### config.mk
export PLATFORM = sky130hd
export DESIGN_NAME = fsm_eg_driver
export DESIGN_NICKNAME = d
export VERILOG_FILES = /design/src/rtl/fsm_eg_driver.sv
export SDC_FILE = /design/constraint.sdc
export NUM_CORES = 1
export LEC_CHECK = 0
export ABC_CLOCK_PERIOD_IN_PS = 1540
export CAP_MARGIN = 20
export CORE_MARGIN = 2
export CORE_UTILIZATION = 44
export DETAILED_ROUTE_END_ITERATION = 8
export PLACE_DENSITY = 0.72
export SLEW_MARGIN = 25
export SYNTH_ARGS = -nofsm -noshare
export SYNTH_HDL_FRONTEND = slang
export SYNTH_SLANG_ARGS = --single-unit
### constraint.sdc
create_clock -name clk -period 1.54 [get_ports clk]
set_input_delay 0.308 -clock clk [delete_from_list [all_inputs] [get_ports clk]]
set_output_delay 0.308 -clock clk [all_outputs]
set_load 0.02 [all_outputs]
### src/rtl/fsm_eg_driver.sv
// Command-driven initiator for the two-input/two-output example FSM: drives a/b, checks y0/y1.
// Optional saturating error counter output err_cnt enabled by defining FSM_EG_DRV_ERRCNT_EN.
module fsm_eg_driver #(
   parameter int GAP = 2,
   parameter int CW  = 4
) (
   input  logic       clk,
   input  logic       reset_n,
   input  logic       start,
   input  logic [1:0] cmd,
   input  logic       y0,
   input  logic       y1,
   output logic       a,
   output logic       b,
   output logic       busy,
   output logic       done,
   output logic       err,
   output logic [1:0] shadow
`ifdef FSM_EG_DRV_ERRCNT_EN
   ,
   output logic [7:0] err_cnt
`endif
);

   typedef enum logic [2:0] {IDLE, DRIVE, CHECK, CHECK2, GAPW} state_e;

   localparam logic [1:0] CMD_HOME  = 2'b00;
   localparam logic [1:0] CMD_ENTER = 2'b01;
   localparam logic [1:0] CMD_LEAVE = 2'b10;
   localparam logic [1:0] CMD_PULSE = 2'b11;

   localparam logic [1:0] SH_S0 = 2'b00;
   localparam logic [1:0] SH_S1 = 2'b01;
   localparam logic [1:0] SH_S2 = 2'b10;

   state_e          state_q, state_d;
   logic [1:0]      cmd_q, cmd_d;
   logic [1:0]      shadow_q, shadow_d;
   logic [CW-1:0]   cnt_q, cnt_d;
   logic            mis_q, mis_d;
   logic            done_q, done_d;
   logic            err_q, err_d;
   logic            y1Ok;

   always_ff @(posedge clk or negedge reset_n) begin
      if (!reset_n) begin
         state_q  <= IDLE;
         cmd_q    <= CMD_HOME;
         shadow_q <= SH_S0;
         cnt_q    <= '0;
         mis_q    <= 1'b0;
         done_q   <= 1'b0;
         err_q    <= 1'b0;
      end else begin
         state_q  <= state_d;
         cmd_q    <= cmd_d;
         shadow_q <= shadow_d;
         cnt_q    <= cnt_d;
         mis_q    <= mis_d;
         done_q   <= done_d;
         err_q    <= err_d;
      end
   end

   // A mismatch seen before the final check is held in mis_q so err always lands with done.
   always_comb begin
      state_d  = state_q;
      cmd_d    = cmd_q;
      shadow_d = shadow_q;
      cnt_d    = cnt_q;
      mis_d    = mis_q;
      done_d   = 1'b0;
      err_d    = 1'b0;
      y1Ok     = (y1 == (shadow_q != SH_S2));
      case (state_q)
         IDLE: begin
            cnt_d = '0;
            mis_d = 1'b0;
            if (start) begin
               case (cmd)
                  CMD_HOME: begin
                     if (shadow_q == SH_S0) begin
                        done_d  = 1'b1;
                        state_d = GAPW;
                     end else begin
                        cmd_d   = CMD_LEAVE;
                        state_d = DRIVE;
                     end
                  end
                  CMD_LEAVE: begin
                     if (shadow_q != SH_S1) begin
                        done_d  = 1'b1;
                        err_d   = 1'b1;
                        state_d = GAPW;
                     end else begin
                        cmd_d   = CMD_LEAVE;
                        state_d = DRIVE;
                     end
                  end
                  default: begin
                     if (shadow_q != SH_S0) begin
                        done_d  = 1'b1;
                        err_d   = 1'b1;
                        state_d = GAPW;
                     end else begin
                        cmd_d   = cmd;
                        state_d = DRIVE;
                     end
                  end
               endcase
            end
         end
         DRIVE: begin
            if (y0 != (cmd_q == CMD_PULSE)) mis_d = 1'b1;
            case (cmd_q)
               CMD_ENTER: shadow_d = SH_S1;
               CMD_PULSE: shadow_d = SH_S2;
               default:   shadow_d = SH_S0;
            endcase
            state_d = CHECK;
         end
         CHECK: begin
            if (cmd_q == CMD_PULSE) begin
               mis_d   = mis_q | ~y1Ok;
               state_d = CHECK2;
            end else begin
               done_d  = 1'b1;
               err_d   = mis_q | ~y1Ok;
               state_d = GAPW;
            end
         end
         CHECK2: begin
            done_d   = 1'b1;
            err_d    = mis_q | ~y1;
            shadow_d = SH_S0;
            state_d  = GAPW;
         end
         GAPW: begin
            if (cnt_q >= CW'(GAP)) begin
               state_d = IDLE;
            end else begin
               cnt_d = cnt_q + 1'b1;
            end
         end
         default: state_d = IDLE;
      endcase
   end

   assign a      = (state_q == DRIVE);
   assign b      = (state_q == DRIVE) && (cmd_q == CMD_PULSE);
   assign busy   = (state_q != IDLE);
   assign done   = done_q;
   assign err    = err_q;
   assign shadow = shadow_q;

`ifdef FSM_EG_DRV_ERRCNT_EN
   logic [7:0] errCnt_q;

   always_ff @(posedge clk or negedge reset_n) begin
      if (!reset_n) begin
         errCnt_q <= '0;
      end else if (err_d && errCnt_q != 8'hFF) begin
         errCnt_q <= errCnt_q + 8'd1;
      end
   end

   assign err_cnt = errCnt_q;
`endif

endmodule

==> results of run 1 <==
## registers in the layout (all words and copies together), names as in the netlist
name and cells:
mis_q 1, shadow 2, state_q 3, err 1, done 1, cmd_q 2
cnt_q 4
## metrics by stage
step                      util (%)  hold WS, ns  total power, W    TNS, ns  std cells
after detailed placement      66.1        0.487         0.00213     -0.329        123
final                         75.9        0.319         0.00265  -0.000280        141
after floorplan                  -       0.0124         0.00150          0         80
after global placement        66.1        0.475         0.00210     -0.246        123
after global routing          75.9        0.331         0.00282     -0.173        141
after CTS                     72.6        0.328         0.00250          0        137
## worst register-to-register path, cell delays in order (launching register included)
cell and delay (ns):
dfrtp_1 0.39, inv_2 0.05, buf_4 0.13, buf_4 0.12
buf_4 0.12, buf_4 0.12, buf_4 0.12, buf_4 0.12
buf_4 0.11, nand3_1 0.07, nand3_1 0.07
## area by class of cell
| type | instances | area share (%) |
|---|---|---|
| flip-flops and latches | 14 | 29.6 |
| inverters | 5 | 1.59 |
| multi-input cells | 57 | 31.9 |
| clock buffers | 4 | 3.07 |
| repair buffers | 45 | 32.1 |
| well taps | 16 | 1.69 |
## synthesized netlist by cell type (3+ instances only)
cell type,instances,area [um2]
dfrtp_1,14,350
nand2_1,8,30.0
nor2_1,6,22.5
a21oi_1,5,25.0
inv_1,5,18.8
o21ai_0,5,25.0
nand3_1,4,20.0
a31oi_1,3,18.8
nor2b_1,3,18.8
nor3_1,3,15.0
xnor2_1,3,26.3
## worst max-delay path by stage
stage | startpoint | to | slack, ns
final | cnt_q[0] | cnt_q[0] | -0.0003
after detailed placement | state_q[2] | b | -0.14
after floorplan | cnt_q[0] | cnt_q[0] | 0.06
after global placement | state_q[2] | b | -0.13
after global routing | cnt_q[0] | cnt_q[0] | -0.05
after CTS | cnt_q[1] | cnt_q[1] | 0.0009
## cell families (layout without fill, tap and decap cells)
| group | Yosys count | in the layout |
|---|---|---|
| AO/OA/AOI/OAI | 22 | 22 |
| flip-flops | 14 | 14 |
| buffers and inverters | 9 | 54 |
| adder cells (fa/ha/maj) | 2 | 2 |
| AND/OR/NAND/NOR | 30 | 30 |
| XOR/XNOR | 3 | 3 |
## repair_timing
item                                    in CTS  in global routing
pin swaps                                    4                  3
hold endpoints to repair                     0                  0
endpoints found under the setup margin       7                  9
gates resized for setup                     18                  7
buffers inserted                            10                  4
## layer usage
metal  GRT usage [%]  share of wire, %
met1            29.0                47
met2            32.4                45
met3            3.57               5.5
met4            10.6               2.3
met5               0                 0
## where the power goes
part	switching, W	total [W]	leakage [nW]	internal, W
sequential	0.000103	0.000618	0.178	0.000515
combinational	0.000856	0.00176	0.420	0.000905
clock	0.000125	0.000269	0.0210	0.000144
==> summary.md, run 1 <==
| Metric | Value |
|---|---|
| Status | finished with violations |
| Failing checks | negative setup slack |
| Worst reg2reg path endpoint | cnt_q[0] |
| Row count | 14 |
| Worst-Skew Late Latency | around 0.28 ns |
| Xor/xnor share of the synthesized area | under 10% |
| Mux share of post-synthesis cell area | 0% |
| Routed WL | slightly below 2000 um |
| Reg area | roughly 350 um2 |
| Post-synthesis simple-gate area fraction | 22.3% |
| Number of synthesized flops with an enable pin | 0 |
| Type of origin of the critical path | flop |
| DIE AREA | ~2100 um2 |
| Die height | 45.5 um |
| Layout cell share with drive strength beyond 1 | a little under two fifths |
| Slew of the pin with the lowest slew margin | roughly 0.35 ns |
| Ports | 14 |
| Post-synthesis compound-gate area fraction | between 10% and 20% |
| Final Critical Period | approximately 1.5 ns |
| Worst Path Max Fanout | 2 |
| Setup-failing EPs final | 1 |
| Post-Synthesis Cells | 80 |
| Post-synth cell types | 28 |
| Worst Skew | ~0.0084 ns |
| Crit. End Element | flop |
| Grt total ovfl | 0 |
| Crit path buf inv count | 8 |
| Worst slew margin | between 70 and 80% |
| FMAX | 649 MHz |
| Vias in the first global route | 708 |
| Unrepaired setup endpoints after global routing | true |
| Area of the multi-input gates | approximately 380 um2 |
| Main combinational cell family by area after synthesis | simple AND/OR/NAND/NOR gates |
| Critical Path AT | approximately 1.7 ns |
| Detailed placement HPWL | between 1000 and 1500 um |
| Fin. Hold Viols | 0 |
| Fin nets | roughly 140 |
| DP Area | just over 1000 um2 |
| Main synth FF type | dfrtp_1 |
| Routed len/inst | between 10 and 15 um |
| Worst path cell trace | inv_2 > buf_4 > buf_4 > buf_4 > buf_4 > buf_4 > buf_4 > buf_4 > nand3_1 > nand3_1 |
| Required arrival time at the worst endpoint | about 1.7 ns |
| Clock Sinks | 14 |
| CTS Buf Count | 3 |
| Residual DRC | 0 |
| H-tree levels | 1 |
| ANT nets after route | 0 |
| Commonest non-fill, non-tap cell in the layout | buf_4 |
| Cell family with most CP delay | buffers and inverters |
| Placeable Area | ~1600 um2 |
| Starting Density | roughly 49% |
| Clock transition at path regs | about 0.09 ns |
| DR vias/cell | about 5.5 |
| Worst setup margin | -0.000280 ns |
| TritonCTS clock tree | yes |
| Period Utilization, post-route | 100% |
| Syn_area_per_cell | ~9.5 um2 |
| Reg2Reg Depth | 10 |
| Finished Cell Area | 1180 um2 |
| PwrDens | approximately 2200 nW/um2 |
| Worst vdd ir | 1.24 mV |
| CP max-delay cell | dfrtp_1 |
| Place WS | -0.140 ns |
| Worst path max stage delay | around 0.39 ns |
| Max_cap viols | 0 |
| Die W | 45.5 um |
| # diodes | 0 |
| FFs w/ async S/R, synth | between 90% and 100% |
| Crit Path Category | reg -> reg |
| Initial antenna violation count | 0 |
| Most frequent CP cell | buf_4 |
| Flop2flop setup slack | -0.0003 ns |
| Mapped Nets | 89 |
| FF-to-FF Start | cnt_q[0] |
| #FFs+latches synth | 14 |
| Via count | a little under 800 |
| Global-route wire length before repair | approximately 3100 um |
| Synth Cell Area | about 760 um2 |
| Most frequent cells in the layout | buf_4 (31), dfrtp_1 (14), nand2_1 (8) |
| Area delta synth->final | 56.1% |
| Fill count | 111 |
| Global Route Usage Sum | a little over a fifth |
| Clk buf depth | 2 |
| Initial DRC Count | 21 |
| Largest net degree at the start of global routing | 15 |
| Register area share after synthesis | between 40% and 50% |
| Worst hold path type | in -> async |
| GPL Wtd Cong | around 0.81 |
| Static leakage power | 0.619 nW |
| DR pass1 iterations | 4 |
| Port Buffers | 13 |
| Hold buffer count at cts | 0 |
| Post-synthesis adder-cell area fraction | approximately 3.3% |
| Crit path depth | 10 |
| Final Max Slew Viols | 0 |
| Root buf cell | clkbuf_4 |
| Synth warn | 0 |
No activity file was read; power rests on OpenSTA's default activity.
==> inputs of run 2 (changes only) <==
--- a/config.mk
+++ b/config.mk
@@ -5,12 +5,12 @@
 export SDC_FILE = /design/constraint.sdc
 export NUM_CORES = 1
 export LEC_CHECK = 0
-export ABC_CLOCK_PERIOD_IN_PS = 1540
+export ABC_CLOCK_PERIOD_IN_PS = 1700
 export CAP_MARGIN = 20
 export CORE_MARGIN = 2
-export CORE_UTILIZATION = 44
+export CORE_UTILIZATION = 45
 export DETAILED_ROUTE_END_ITERATION = 8
-export PLACE_DENSITY = 0.72
+export PLACE_DENSITY = 0.7
 export SLEW_MARGIN = 25
 export SYNTH_ARGS = -nofsm -noshare
 export SYNTH_HDL_FRONTEND = slang
==> constraint.sdc (replaced) <==
create_clock -name clk -period 1.7 [get_ports clk]
set_input_delay 0.34 -clock clk [delete_from_list [all_inputs] [get_ports clk]]
set_output_delay 0.34 -clock clk [all_outputs]
set_load 0.02 [all_outputs]
==> summary.md, run 2 (synthesized netlist as in run 1, its figures left out) <==
| Metric | Value |
|---|---|
| Status | finished clean |
| Clock transition at path regs | about 0.080 ns |
| PwrDens | roughly 2000 nW/um2 |
| Area of the multi-input gates | between 300 and 400 um2 |
| Placeable Area | 1540 um2 |
| Die W | about 45 um |
| Comb power frac | 63.4% |
| DR pass1 iterations | 4 |
| Required arrival time at the worst endpoint | roughly 1.9 ns |
| CP startpoint | cnt_q[0] |
| Worst slew margin | ~77% |
| Worst path max stage delay | ~0.5 ns |
| Fin. Hold Viols | 0 |
| DR vias/cell | between 5 and 6 |
| Crit path buf inv count | 1 |
| FMAX | 630 MHz |
| Row count | 14 |
| Initial DRC Count | 19 |
| Grt total ovfl | 0 |
| Int Power | roughly 0.0011 W |
| Final Critical Period | between 1.5 and 2 ns |
| # diodes | 0 |
| CTS Buf Count | 3 |
| Static leakage power | about 0.48 nW |
| Largest Register | cnt_q |
| Critical Path AT | 1.79 ns |
| Cell family with most CP delay | simple AND/OR/NAND/NOR gates |
| Post-CTS setup buffers | 0 |
| Worst Path Max Fanout | 4 |
| Detailed placement HPWL | 1240 um |
| Crit Path Category | reg -> reg |
| CP max-delay cell | or4_4 |
| Worst hold path type | in -> async |
| Fin nets | between 100 and 150 |
| Residual DRC | 0 |
| Worst-Skew Late Latency | ~0.27 ns |
| Slew of the pin with the lowest slew margin | around 0.34 ns |
| Final Max Slew Viols | 0 |
| Global Route Usage Sum | between 10% and 20% |
| Max_cap viols | 0 |
| Initial antenna violation count | 0 |
| Largest net degree at the start of global routing | 15 |
| Port Buffers | 13 |
| Routed WL | 1610 um |
| Max FFs per register | 4 |
| Biggest regs | cnt_q: 4 flops, state_q: 3 flops |
| Final Util | 65.3% |
| Most frequent cells in the layout | dfrtp_1 (14), buf_4 (14), clkdlybuf4s50_1 (10) |
| Worst Skew | approximately 0.0036 ns |
| Die height | 45.1 um |
| Area delta synth->final | 32.8% |
| Layout cell share with drive strength beyond 1 | 24.5% |
| FF-to-FF Start | cnt_q[0] |
| Clk network pwr share | under 10% |
| Register share of total power | between 20 and 30% |
| TritonCTS clock tree | yes |
| ANT nets after route | 0 |
| Fill count | between 100 and 150 |
| Routed len/inst | approximately 13 um |
| H-tree levels | 1 |
| Setup-failing EPs final | 0 |
| Ports | 14 |
| Type of origin of the critical path | flop |
| Clk buf depth | 2 |
| Global-route wire length before repair | between 2000 and 3000 um |
| Sw frac | 43.3% |
| Total power | between 0.002 and 0.0025 W |
| Crit. End Element | flop |
| Via count | 687 |
| Worst vdd ir | 1.03 mV |
| Vias in the first global route | 629 |
| Unrepaired setup endpoints after global routing | false |
| Root buf cell | clkbuf_4 |
| Starting Density | between 40% and 50% |
| P_sw | 0.000872 W |
| Reg area | 350 um2 |
| DIE AREA | between 2000 and 2500 um2 |
| WHS | ~0.37 ns |
| Clock Sinks | 14 |
| GPL Wtd Cong | 0.842 |
| Period Utilization, post-route | roughly 93% |
| Worst path cell trace | inv_1 > ha_1 > or4_4 > nor3_4 > a21oi_1 > nor2_1 |
==> run 2: changes by cell type in the layout (fill, tap and decap cells not counted), sizes merged <==
| cell | before | now |
|---|---|---|
| buf | 35 | 16 |
| dlygate4sd2 | 2 | 0 |
| dlymetal6s2s | 2 | 0 |
| clkdlybuf4s50 | 6 | 10 |
==> run 2: through the flow <==
stage | std cells | TNS, ns | cell area (um2) | setup slack (ns)
CTS | 122 | 0 | 1020 | 0.0101
finish | 122 | 0 | 1010 | 0.112
global placement | 119 | -0.0223 | 995 | -0.0223
floorplan | 80 | 0 | 758 | 0.115
detailed placement | 119 | -0.0677 | 995 | -0.0677
global route | 122 | 0 | 1010 | 0.00372
==> run 2: metal layers <==
| metal | track usage, % | up-vias | share of wire, % |
|---|---|---|---|
| met3 | 2.80 | 2 | 6.8 |
| met1 | 27.8 | 320 | 49 |
| met5 | 0 | - | 0 |
| li1 | - | 338 | - |
| met2 | 28.0 | 27 | 44 |
| met4 | 8.82 | 0 | 0.56 |
==> run 2: cell type report <==
class,count,area share (%)
tap,16,1.99
timing repair buffer,27,21.9
sequential,14,34.8
clock buffer,3,2.24
inverter,5,1.86
multi-input combinational,57,37.3
==> run 2: path summary, 6_finish.rpt <==
kind,slack [ns],cells after the start,to
worst max-delay path,0.11,6,cnt_q[1]
worst min-delay path,0.37,2,state_q[0]
worst max register to register,0.11,6,cnt_q[1]
worst min register to register,0.52,2,cnt_q[2]
max in group asynchronous,1.16,2,cnt_q[2]
min in group clk,0.52,2,cnt_q[2]
==> run 2: repair_timing <==
action,CTS,global route
resized for setup,9,4
hold buffers,0,0
setup endpoints to repair,3,3
==> run 2: power groups by stage <==
stage | clock network [W] | registers, W | logic, W
floorplan | 0 | 0.000639 | 0.000709
global route | 0.000206 | 0.000575 | 0.00142
detailed placement | 0 | 0.000561 | 0.00131
global placement | 0 | 0.000551 | 0.00130
finish | 0.000182 | 0.000555 | 0.00128
CTS | 0.000188 | 0.000556 | 0.00131
==> run 2: worst reg2reg max path: stages (launching register included) <==
cell     delay [ns]
dfrtp_1        0.41
inv_1          0.07
ha_1           0.19
or4_4          0.50
nor3_4         0.17
a21oi_1        0.10
nor2_1         0.09
